[src/rtl/ifetch_pkg.sv]
// rtl/ifetch_pkg.sv - shared types and default constants for the instruction-fetch controller
package ifetch_pkg;

  localparam int                IFETCH_N        = 32;
  localparam int                IFETCH_R        = 6;
  localparam int                IFETCH_DEPTH    = 4;
  localparam logic [IFETCH_N-1:0] IFETCH_RESET_PC = '0;
  localparam int                PC_STEP         = 4;

  typedef struct packed {
    logic [IFETCH_N-1:0] pc;
    logic [IFETCH_N-1:0] instr;
  } fetch_entry_t;

endpackage

[src/rtl/fetch_fifo.sv]
// rtl/fetch_fifo.sv - circular buffer of fetched {pc, instr} entries toward decode
// Flush has priority over push/pop; the caller never pops empty or pushes full without a pop.
module fetch_fifo
  import ifetch_pkg::*;
#(
  parameter int  DEPTH   = IFETCH_DEPTH,
  parameter type entry_t = fetch_entry_t,
  localparam int AW      = $clog2(DEPTH),
  localparam int CW      = AW + 1
) (
  input  logic          clk,
  input  logic          reset,
  input  logic          push,
  input  entry_t        push_entry,
  input  logic          pop,
  input  logic          flush,
  output entry_t        head_entry,
  output logic [CW-1:0] count
);

  entry_t        mem_q [DEPTH];
  entry_t        mem_d [DEPTH];
  logic [AW-1:0] head_q, head_d;
  logic [AW-1:0] tail_q, tail_d;
  logic [CW-1:0] count_q, count_d;

  always_comb begin
    mem_d   = mem_q;
    head_d  = head_q;
    tail_d  = tail_q;
    count_d = count_q;
    if (flush) begin
      head_d  = '0;
      tail_d  = '0;
      count_d = '0;
    end else begin
      if (push) begin
        mem_d[tail_q] = push_entry;
        tail_d        = tail_q + 1'b1;
      end
      if (pop) begin
        head_d = head_q + 1'b1;
      end
      count_d = count_q + CW'(push) - CW'(pop);
    end
  end

  always_ff @(posedge clk) begin
    if (reset) begin
      head_q  <= '0;
      tail_q  <= '0;
      count_q <= '0;
      for (int i = 0; i < DEPTH; i++) begin
        mem_q[i] <= '0;
      end
    end else begin
      head_q  <= head_d;
      tail_q  <= tail_d;
      count_q <= count_d;
      mem_q   <= mem_d;
    end
  end

  assign head_entry = mem_q[head_q];
  assign count      = count_q;

endmodule

[src/rtl/ifetch_ctrl.sv]
// rtl/ifetch_ctrl.sv - program counter, fetch/redirect priority and output masking toward decode
// Optional performance counters are built when IFETCH_PERF_EN is defined.
module ifetch_ctrl
  import ifetch_pkg::*;
#(
  parameter int          N        = IFETCH_N,
  parameter int          R        = IFETCH_R,
  parameter int          DEPTH    = IFETCH_DEPTH,
  parameter logic [N-1:0] RESET_PC = N'(IFETCH_RESET_PC)
) (
  input  logic         clk,
  input  logic         reset,
  output logic [R-1:0] imem_addr,
  input  logic [N-1:0] imem_data,
  input  logic         redirect,
  input  logic [N-1:0] redirect_pc,
  output logic         out_valid,
  input  logic         out_ready,
  output logic [N-1:0] out_instr,
  output logic [N-1:0] out_pc
`ifdef IFETCH_PERF_EN
  ,
  output logic [31:0]  perf_fetched,
  output logic [31:0]  perf_stalls
`endif
);

  localparam int CW = $clog2(DEPTH) + 1;

  // Same layout as fetch_entry_t, but sized by this instance's N.
  typedef struct packed {
    logic [N-1:0] pc;
    logic [N-1:0] instr;
  } entry_t;

  logic [N-1:0]  pc_q, pc_d;
  logic          deq;
  logic          fetch;
  entry_t        push_entry;
  entry_t        head_entry;
  logic [CW-1:0] count;

  assign out_valid = (count != '0);
  assign deq       = out_valid && out_ready;
  assign fetch     = !redirect && ((count < CW'(DEPTH)) || deq);

  always_comb begin
    pc_d             = pc_q;
    push_entry.pc    = pc_q;
    push_entry.instr = imem_data;
    if (redirect) begin
      pc_d = {redirect_pc[N-1:2], 2'b00};
    end else if (fetch) begin
      pc_d = pc_q + N'(PC_STEP);
    end
  end

  always_ff @(posedge clk) begin
    if (reset) begin
      pc_q <= RESET_PC;
    end else begin
      pc_q <= pc_d;
    end
  end

  fetch_fifo #(
    .DEPTH   (DEPTH),
    .entry_t (entry_t)
  ) u_fifo (
    .clk        (clk),
    .reset      (reset),
    .push       (fetch),
    .push_entry (push_entry),
    .pop        (deq && !redirect),
    .flush      (redirect),
    .head_entry (head_entry),
    .count      (count)
  );

  assign imem_addr = pc_q[R+1:2];
  assign out_instr = out_valid ? head_entry.instr : '0;
  assign out_pc    = out_valid ? head_entry.pc    : '0;

`ifdef IFETCH_PERF_EN
  logic [31:0] fetched_q, fetched_d;
  logic [31:0] stalls_q, stalls_d;

  always_comb begin
    fetched_d = fetched_q + 32'(fetch);
    stalls_d  = stalls_q + 32'(out_valid && !out_ready);
  end

  // Redirect deliberately leaves these running.
  always_ff @(posedge clk) begin
    if (reset) begin
      fetched_q <= '0;
      stalls_q  <= '0;
    end else begin
      fetched_q <= fetched_d;
      stalls_q  <= stalls_d;
    end
  end

  assign perf_fetched = fetched_q;
  assign perf_stalls  = stalls_q;
`endif

endmodule

[config.mk]
export PLATFORM = sky130hd
export DESIGN_NAME = ifetch_ctrl
export DESIGN_NICKNAME = d
export VERILOG_FILES = /design/src/rtl/ifetch_pkg.sv /design/src/rtl/fetch_fifo.sv /design/src/rtl/ifetch_ctrl.sv
export SDC_FILE = /design/constraint.sdc
export NUM_CORES = 1
export LEC_CHECK = 0
export ABC_AREA = 1
export CORE_UTILIZATION = 50
export CTS_CLUSTER_SIZE = 16
export DETAILED_ROUTE_END_ITERATION = 6
export DONT_BUFFER_PORTS = 1
export PLACE_DENSITY_LB_ADDON = 0.12
export SLEW_MARGIN = 20
export SYNTH_ARGS = -nofsm -noshare
export SYNTH_HDL_FRONTEND = slang
export SYNTH_SLANG_ARGS = --single-unit
export TNS_END_PERCENT = 20
[constraint.sdc]
create_clock -name clk -period 2.5 [get_ports clk]
set_input_delay 0.5 -clock clk [delete_from_list [all_inputs] [get_ports clk]]
set_output_delay 0.5 -clock clk [all_outputs]
set_load 0.02 [all_outputs]
==> impl_metrics.env, run 1 <==
export IMPL_run_status="completed"
export IMPL_cts_tree="done"
export IMPL_place_congestion=0.897
export IMPL_grt_pass1_vias=11200
export IMPL_crit_type="register to output pin"
export IMPL_yosysWarnings=0
export IMPL_dp_final_hpwl_um=22400
export IMPL_synthAdderAreaFrac=0.00819
export IMPL_muxShareOfSynthArea=0
export IMPL_cpMaxStageDelayCell="dfxtp_4"
export IMPL_final_cell_mix="a21oi_1, dfxtp_1, o21ai_0"
export IMPL_hold_violations=0
export IMPL_final_common_cell="a21oi_1"
export IMPL_clk_latency_ps=560
export IMPL_power_density_mw_per_mm2=692
export IMPL_ioPinCount=139
export IMPL_synthSimpleGateAreaFrac=0.152
export IMPL_rrSetupSlack_ps=400
export IMPL_p_int_mw=7.65
export IMPL_synth_cell_types=36
export IMPL_ys_seq_elements=285
export IMPL_crit_fanout=23
export IMPL_leakage_nw=4.97
export IMPL_crit_chain="inv_4 > buf_4 > a21oi_1 > o21ai_0 > a21oi_1 > buf_4"
export IMPL_fin_skew_ps=10.3
export IMPL_setup_viol=0
export IMPL_syn_instance_count=1857
export IMPL_post_drt_via_cell_ratio=5.70
export IMPL_grt_use_total=0.280
export IMPL_cts_sinks=285
export IMPL_htreeDepth=1
export IMPL_post_route_min_period_ps=2440
export IMPL_cts_root_buf="clkbuf_16"
export IMPL_hold_path_class="input port to register"
export IMPL_yosys_area_top_type="dfxtp_1"
export IMPL_grt_overflow_total=0
export IMPL_slowest_delay_ps=410
export IMPL_postRouteAntennaNets=0
export IMPL_r2r_start="u_fifo.count[0]"
export IMPL_rows=58
export IMPL_synth_xor_area_frac=0.00600
export IMPL_fin_crit_sh=0.976
export IMPL_synth_top_area_frac=0.434
export IMPL_design_die_area_mm2=0.0269
export IMPL_fin_nets=1889
export IMPL_hold_depth=1
export IMPL_drcViolationCount=0
export IMPL_required_ps=2000
export IMPL_die_x_um=164
export IMPL_cp_end_kind="output pin"
export IMPL_cts_clk_slew_worst_paths_ps=60
export IMPL_worstMarginPinSlew_ps=824
export IMPL_ir_worst_vdd_v=0.000506
export IMPL_grt_pass1_wl_um=60100
export IMPL_reg2regPathDepth=9
export IMPL_seq_power_share=0.476
export IMPL_synth_compound_area_share=0.289
export IMPL_synth_top_family_by_area="compound AO/OA/AOI/OAI gates"
export IMPL_relSlewSlack=0.450
export IMPL_ys_seq_area_frac=0.434
export IMPL_cts_buffers=30
export IMPL_synthTopCellsByArea="dfxtp_1, a21oi_1, o21ai_0"
export IMPL_design_power_total_mw=10.2
export IMPL_fmax_mhz=410
export IMPL_hold_end="u_fifo.mem_q[199]"
export IMPL_wire_per_inst_um=17.6
export IMPL_syn_area_per_cell_um2=7.08
export IMPL_grt_max_degree=149
export IMPL_fin_tns_setup_ps=0
export IMPL_rsz0062_at_grt="yes"
export IMPL_maxSlewViolCount=0
export IMPL_port_buffers=0
export IMPL_synthesis_area_mm2=0.0131
export IMPL_die_h_um=164
export IMPL_power_share_clock=0.435
export IMPL_core_mm2=0.0255
export IMPL_path_delay_family="buffers and inverters"
export IMPL_worst_slack_ps=58.8
export IMPL_cp_arrival_ps=1940
export IMPL_antenna_found_initial=4
export IMPL_syn2layout_area_growth_pct=11.9
export IMPL_r2r_end="u_fifo.count[2]"
export IMPL_pre_cts_slack_ps=321
export IMPL_drive_gt1_frac=0.0967
export IMPL_switchingPower_mw=2.53
export IMPL_switching_share=0.248
export IMPL_drt_wl_total_um=38200
export IMPL_combPwrFrac=0.089
export IMPL_cp_start_kind="register"
export IMPL_drt_initial_drc_count=970
export IMPL_vias=12300
export IMPL_fin_area_mm2=0.0147
export IMPL_min_delay_start="reset"
export IMPL_postPlaceCellArea_mm2=0.0137
export IMPL_first_pass_iters=7
export IMPL_start_util=0.516
export IMPL_crit_buf_inv=3
export IMPL_cts_buffer_depth=3
export IMPL_final_core_util=0.577
export IMPL_max_cap_viol_count=0
==> power by group through the flow <==
stage | logic, mW | clock network, mW | registers (mW)
floorplan | 0.733 | 0 | 4.87
global placement | 0.887 | 0 | 4.94
detailed placement | 0.902 | 0 | 4.94
CTS | 0.912 | 4.51 | 4.84
global route | 1.01 | 4.68 | 4.86
finish | 0.910 | 4.43 | 4.84
==> sequential cells by signal, summed over array words and instances (netlist names) <==
register	flops
pc_q	30
u_fifo.count	3
u_fifo.head_q	2
u_fifo.mem_q	248
u_fifo.tail_q	2
==> Yosys cell counts (all sizes together) <==
cell      n
clkbuf   86
o21bai    3
or2       1
nand4     1
a21o      2
inv     168
nand3   164
xnor2     4
xor2      5
a22oi    12
ha        7
o21ai   258
o211ai    3
buf      97
nor2     58
conb      1
nor3      5
fa        1
dfxtp   285
a211oi    1
nand2   228
and2      1
o221ai    1
a21oi   458
a31oi     7
==> worst max path at each step <==
stage | start | end | slack, ps | cells past startpoint
3_3_place_gp | out_ready | pc_q[11] | 350 | 7
5_1_grt | u_fifo.head_q[0] | out_pc[8] | -6 | 6
6_report | u_fifo.head_q[0] | out_pc[30] | 60 | 6
4_1_cts | u_fifo.head_q[0] | out_pc[30] | 50 | 6
2_1_floorplan | redirect | u_fifo.count[2] | 320 | 9
3_5_place_dp | out_ready | pc_q[13] | 320 | 7
==> cell families after synthesis <==
group / after synthesis
compound gates: 745
simple gates: 458
buf+inv: 351
flops: 285
xor+xnor: 9
fa+ha+maj: 8
other cells: 1
==> layout make-up <==
cell class	count	area [um^2]
antenna	4	10.0
clock buffer	46	933
clock inverter	4	45.0
fill	2451	10800
inverter	168	633
multi-input combinational	1222	6010
sequential	285	5710
tap	330	413
timing repair buffer	106	950
==> per-layer routing <==
metal / GRT usage / vias to the layer above / share of wire
met5: 0 / - / 0
met3: 0.0540 / 57 / 0.077
met1: 0.369 / 5773 / 0.44
met2: 0.461 / 361 / 0.46
li1: - / 6139 / -
met4: 0.0846 / 0 / 0.022
==> worst register-to-register path, delay by kind of cell (launching register included) <==
family | cells | cell delay (ps)
flip-flops | 1 | 330
adder cells (fa/ha/maj) | 3 | 870
AND/OR/NAND/NOR | 3 | 390
buffers and inverters | 1 | 40
XOR/XNOR | 2 | 360
==> what timing repair did <==
item                                    4_1_cts  5_1_grt
hold buffers                                  0        0
endpoints found under the setup margin       38        4
buffers inserted                              2        0
resized for setup                             2        0
pin swaps                                     0        0
==> through the flow <==
stage	hold slack, ps	instances
finish	20.7	2165
global route	4.83	2164
CTS	3.48	2161
detailed placement	442	2109
global placement	436	2109
floorplan	430	1858
No activity file was read; power rests on OpenSTA's default activity.
==> inputs of run 2 (changes only) <==
--- a/config.mk
+++ b/config.mk
@@ -6,10 +6,13 @@
 export NUM_CORES = 1
 export LEC_CHECK = 0
 export ABC_AREA = 1
-export CORE_UTILIZATION = 50
+export CELL_PAD_IN_SITES_DETAIL_PLACEMENT = 0
+export CELL_PAD_IN_SITES_GLOBAL_PLACEMENT = 1
+export CORE_UTILIZATION = 46
 export CTS_CLUSTER_SIZE = 16
 export DETAILED_ROUTE_END_ITERATION = 6
 export DONT_BUFFER_PORTS = 1
+export GPL_TIMING_DRIVEN = 1
 export PLACE_DENSITY_LB_ADDON = 0.12
 export SLEW_MARGIN = 20
 export SYNTH_ARGS = -nofsm -noshare
==> impl_metrics.env, run 2 (synthesized netlist as in run 1, its figures left out) <==
export IMPL_cp_end_kind="output pin"
export IMPL_multi_input_area_mm2=0.00601
export IMPL_crit_buf_inv=3
export IMPL_dp_final_hpwl_um=21400
export IMPL_maxSlewViolCount=0
export IMPL_cp_startpoint="u_fifo.head_q[0]"
export IMPL_postRouteAntennaNets=0
export IMPL_post_cts_setup_buffers=0
export IMPL_grt_pass1_vias=11100
export IMPL_required_ps=2000
export IMPL_fin_crit_sh=0.961
export IMPL_cts_buffer_depth=3
export IMPL_post_drt_via_cell_ratio=5.49
export IMPL_cts_buffers=34
export IMPL_drt_wl_total_um=39200
export IMPL_r2r_end="u_fifo.count[2]"
export IMPL_fmax_mhz=416
export IMPL_drt_initial_drc_count=776
export IMPL_combPwrFrac=0.087
export IMPL_rrSetupSlack_ps=450
export IMPL_ioPinCount=139
export IMPL_vias=12100
export IMPL_drive_gt1_frac=0.0940
export IMPL_crit_type="register to output pin"
export IMPL_final_common_cell="a21oi_1"
export IMPL_register_area_mm2=0.00571
export IMPL_cp_arrival_ps=1900
export IMPL_regMostFlops="u_fifo.mem_q"
export IMPL_design_die_area_mm2=0.0293
export IMPL_grt_overflow_total=0
export IMPL_switchingPower_mw=2.65
export IMPL_worstMarginPinSlew_ps=879
export IMPL_hold_violations=0
export IMPL_start_util=0.471
export IMPL_cp_start_kind="register"
export IMPL_core_mm2=0.0279
export IMPL_place_congestion=0.793
export IMPL_fin_tns_setup_ps=0
export IMPL_grt_use_total=0.268
export IMPL_post_route_min_period_ps=2400
export IMPL_largest_reg_flops=248
export IMPL_cts_clk_slew_worst_paths_ps=60
export IMPL_grt_pass1_wl_um=61500
export IMPL_wire_per_inst_um=17.8
export IMPL_grt_max_degree=149
export IMPL_final_core_util=0.530
export IMPL_cp_depth=5
export IMPL_leakage_nw=4.99
export IMPL_reg2regPathDepth=9
export IMPL_setup_viol=0
export IMPL_hold_path_class="input port to register"
export IMPL_crit_fanout=41
export IMPL_crit_chain="inv_6 > buf_12 > o21ai_0 > a21oi_1 > buf_4"
export IMPL_run_status="completed"
export IMPL_htreeDepth=2
export IMPL_cts_sinks=285
export IMPL_final_cell_mix="a21oi_1, dfxtp_1, o21ai_0"
export IMPL_cts_root_buf="clkbuf_16"
export IMPL_clk_latency_ps=510
export IMPL_relSlewSlack=0.414
export IMPL_port_buffers=0
export IMPL_syn2layout_area_growth_pct=12.6
export IMPL_fin_skew_ps=10.8
export IMPL_p_int_mw=7.88
export IMPL_fin_nets=1883
export IMPL_switching_share=0.251
export IMPL_cpMaxStageDelayCell="dfxtp_4"
export IMPL_power_share_clock=0.453
export IMPL_power_density_mw_per_mm2=711
export IMPL_antenna_found_initial=1
export IMPL_fill_cells=2844
export IMPL_drcViolationCount=0
export IMPL_r2r_start="u_fifo.count[0]"
export IMPL_ir_worst_vdd_v=0.000531
export IMPL_critical_path_endpoint="out_pc[2]"
export IMPL_die_h_um=171
export IMPL_rows=61
export IMPL_max_cap_viol_count=0
export IMPL_cts_tree="done"
export IMPL_path_delay_family="buffers and inverters"
export IMPL_slowest_delay_ps=370
export IMPL_die_x_um=171
export IMPL_first_pass_iters=5
export IMPL_seq_power_share=0.460
-- run 2: metal layers --
| metal | vias up | track usage | routed length (um) |
|---|---|---|---|
| met1 | 5662 | 0.348 | 17900 |
| met4 | 0 | 0.0528 | 462 |
| met2 | 272 | 0.463 | 18400 |
| met3 | 42 | 0.0514 | 2400 |
| met5 | - | 0 | 0 |
| li1 | 6136 | - | - |
-- run 2: how the worst min path moves through the flow --
stage	from	endpoint	depth (start not counted)
floorplan	u_fifo.mem_q[100]	u_fifo.mem_q[100]	2
detailed placement	u_fifo.mem_q[54]	u_fifo.mem_q[54]	2
finish	reset	u_fifo.mem_q[201]	1
global placement	u_fifo.mem_q[136]	u_fifo.mem_q[136]	2
global route	reset	u_fifo.mem_q[4]	1
CTS	reset	u_fifo.mem_q[201]	1
-- run 2: metrics by stage --
| step | hold slack [ps] | power, mW | setup slack [ps] | instances | instance area (um^2) |
|---|---|---|---|---|---|
| after global placement | 436 | 5.83 | 418 | 2148 | 13700 |
| final | 65.5 | 10.5 | 96.7 | 2208 | 14800 |
| after detailed placement | 443 | 5.85 | 377 | 2148 | 13700 |
| after floorplan | 430 | 5.60 | 317 | 1858 | 13100 |
| after global routing | 49.3 | 10.9 | -0.0178 | 2207 | 14800 |
| after CTS | 51.2 | 10.6 | 7.13 | 2206 | 14800 |
-- run 2: final cells by class --
class | count | share of cell area
multi-input cells | 1222 | 0.406
flip-flops and latches | 285 | 0.386
clock buffers | 51 | 0.0701
repair buffers | 96 | 0.0608
inverters | 168 | 0.0429
well taps | 378 | 0.0319
clock inverters | 7 | 0.00237
diodes | 1 | 0.000169
-- run 2: worst reg2reg max path, delay by kind of cell (launching register included) --
family	cells	cell delay, ps
flip-flops	1	330
AND/OR/NAND/NOR	3	390
XOR/XNOR	2	340
adder cells (fa/ha/maj)	3	830
buffers and inverters	1	40
-- run 2: what timing repair did --
| action | in CTS | in global routing |
|---|---|---|
| setup endpoints to repair | 0 | 9 |
| endpoints found under the hold margin | 0 | 0 |
| resized for setup | 0 | 1 |
| hold buffers | 0 | 0 |
-- run 2: power by group through the flow --
| stage | Clock (mW) | Sequential, mW | Combinational (mW) |
|---|---|---|---|
| final | 4.77 | 4.84 | 0.912 |
| after global routing | 5.06 | 4.86 | 1.02 |
| after CTS | 4.85 | 4.84 | 0.912 |
| after detailed placement | 0 | 4.94 | 0.908 |
| after global placement | 0 | 4.94 | 0.891 |
| after floorplan | 0 | 4.87 | 0.733 |
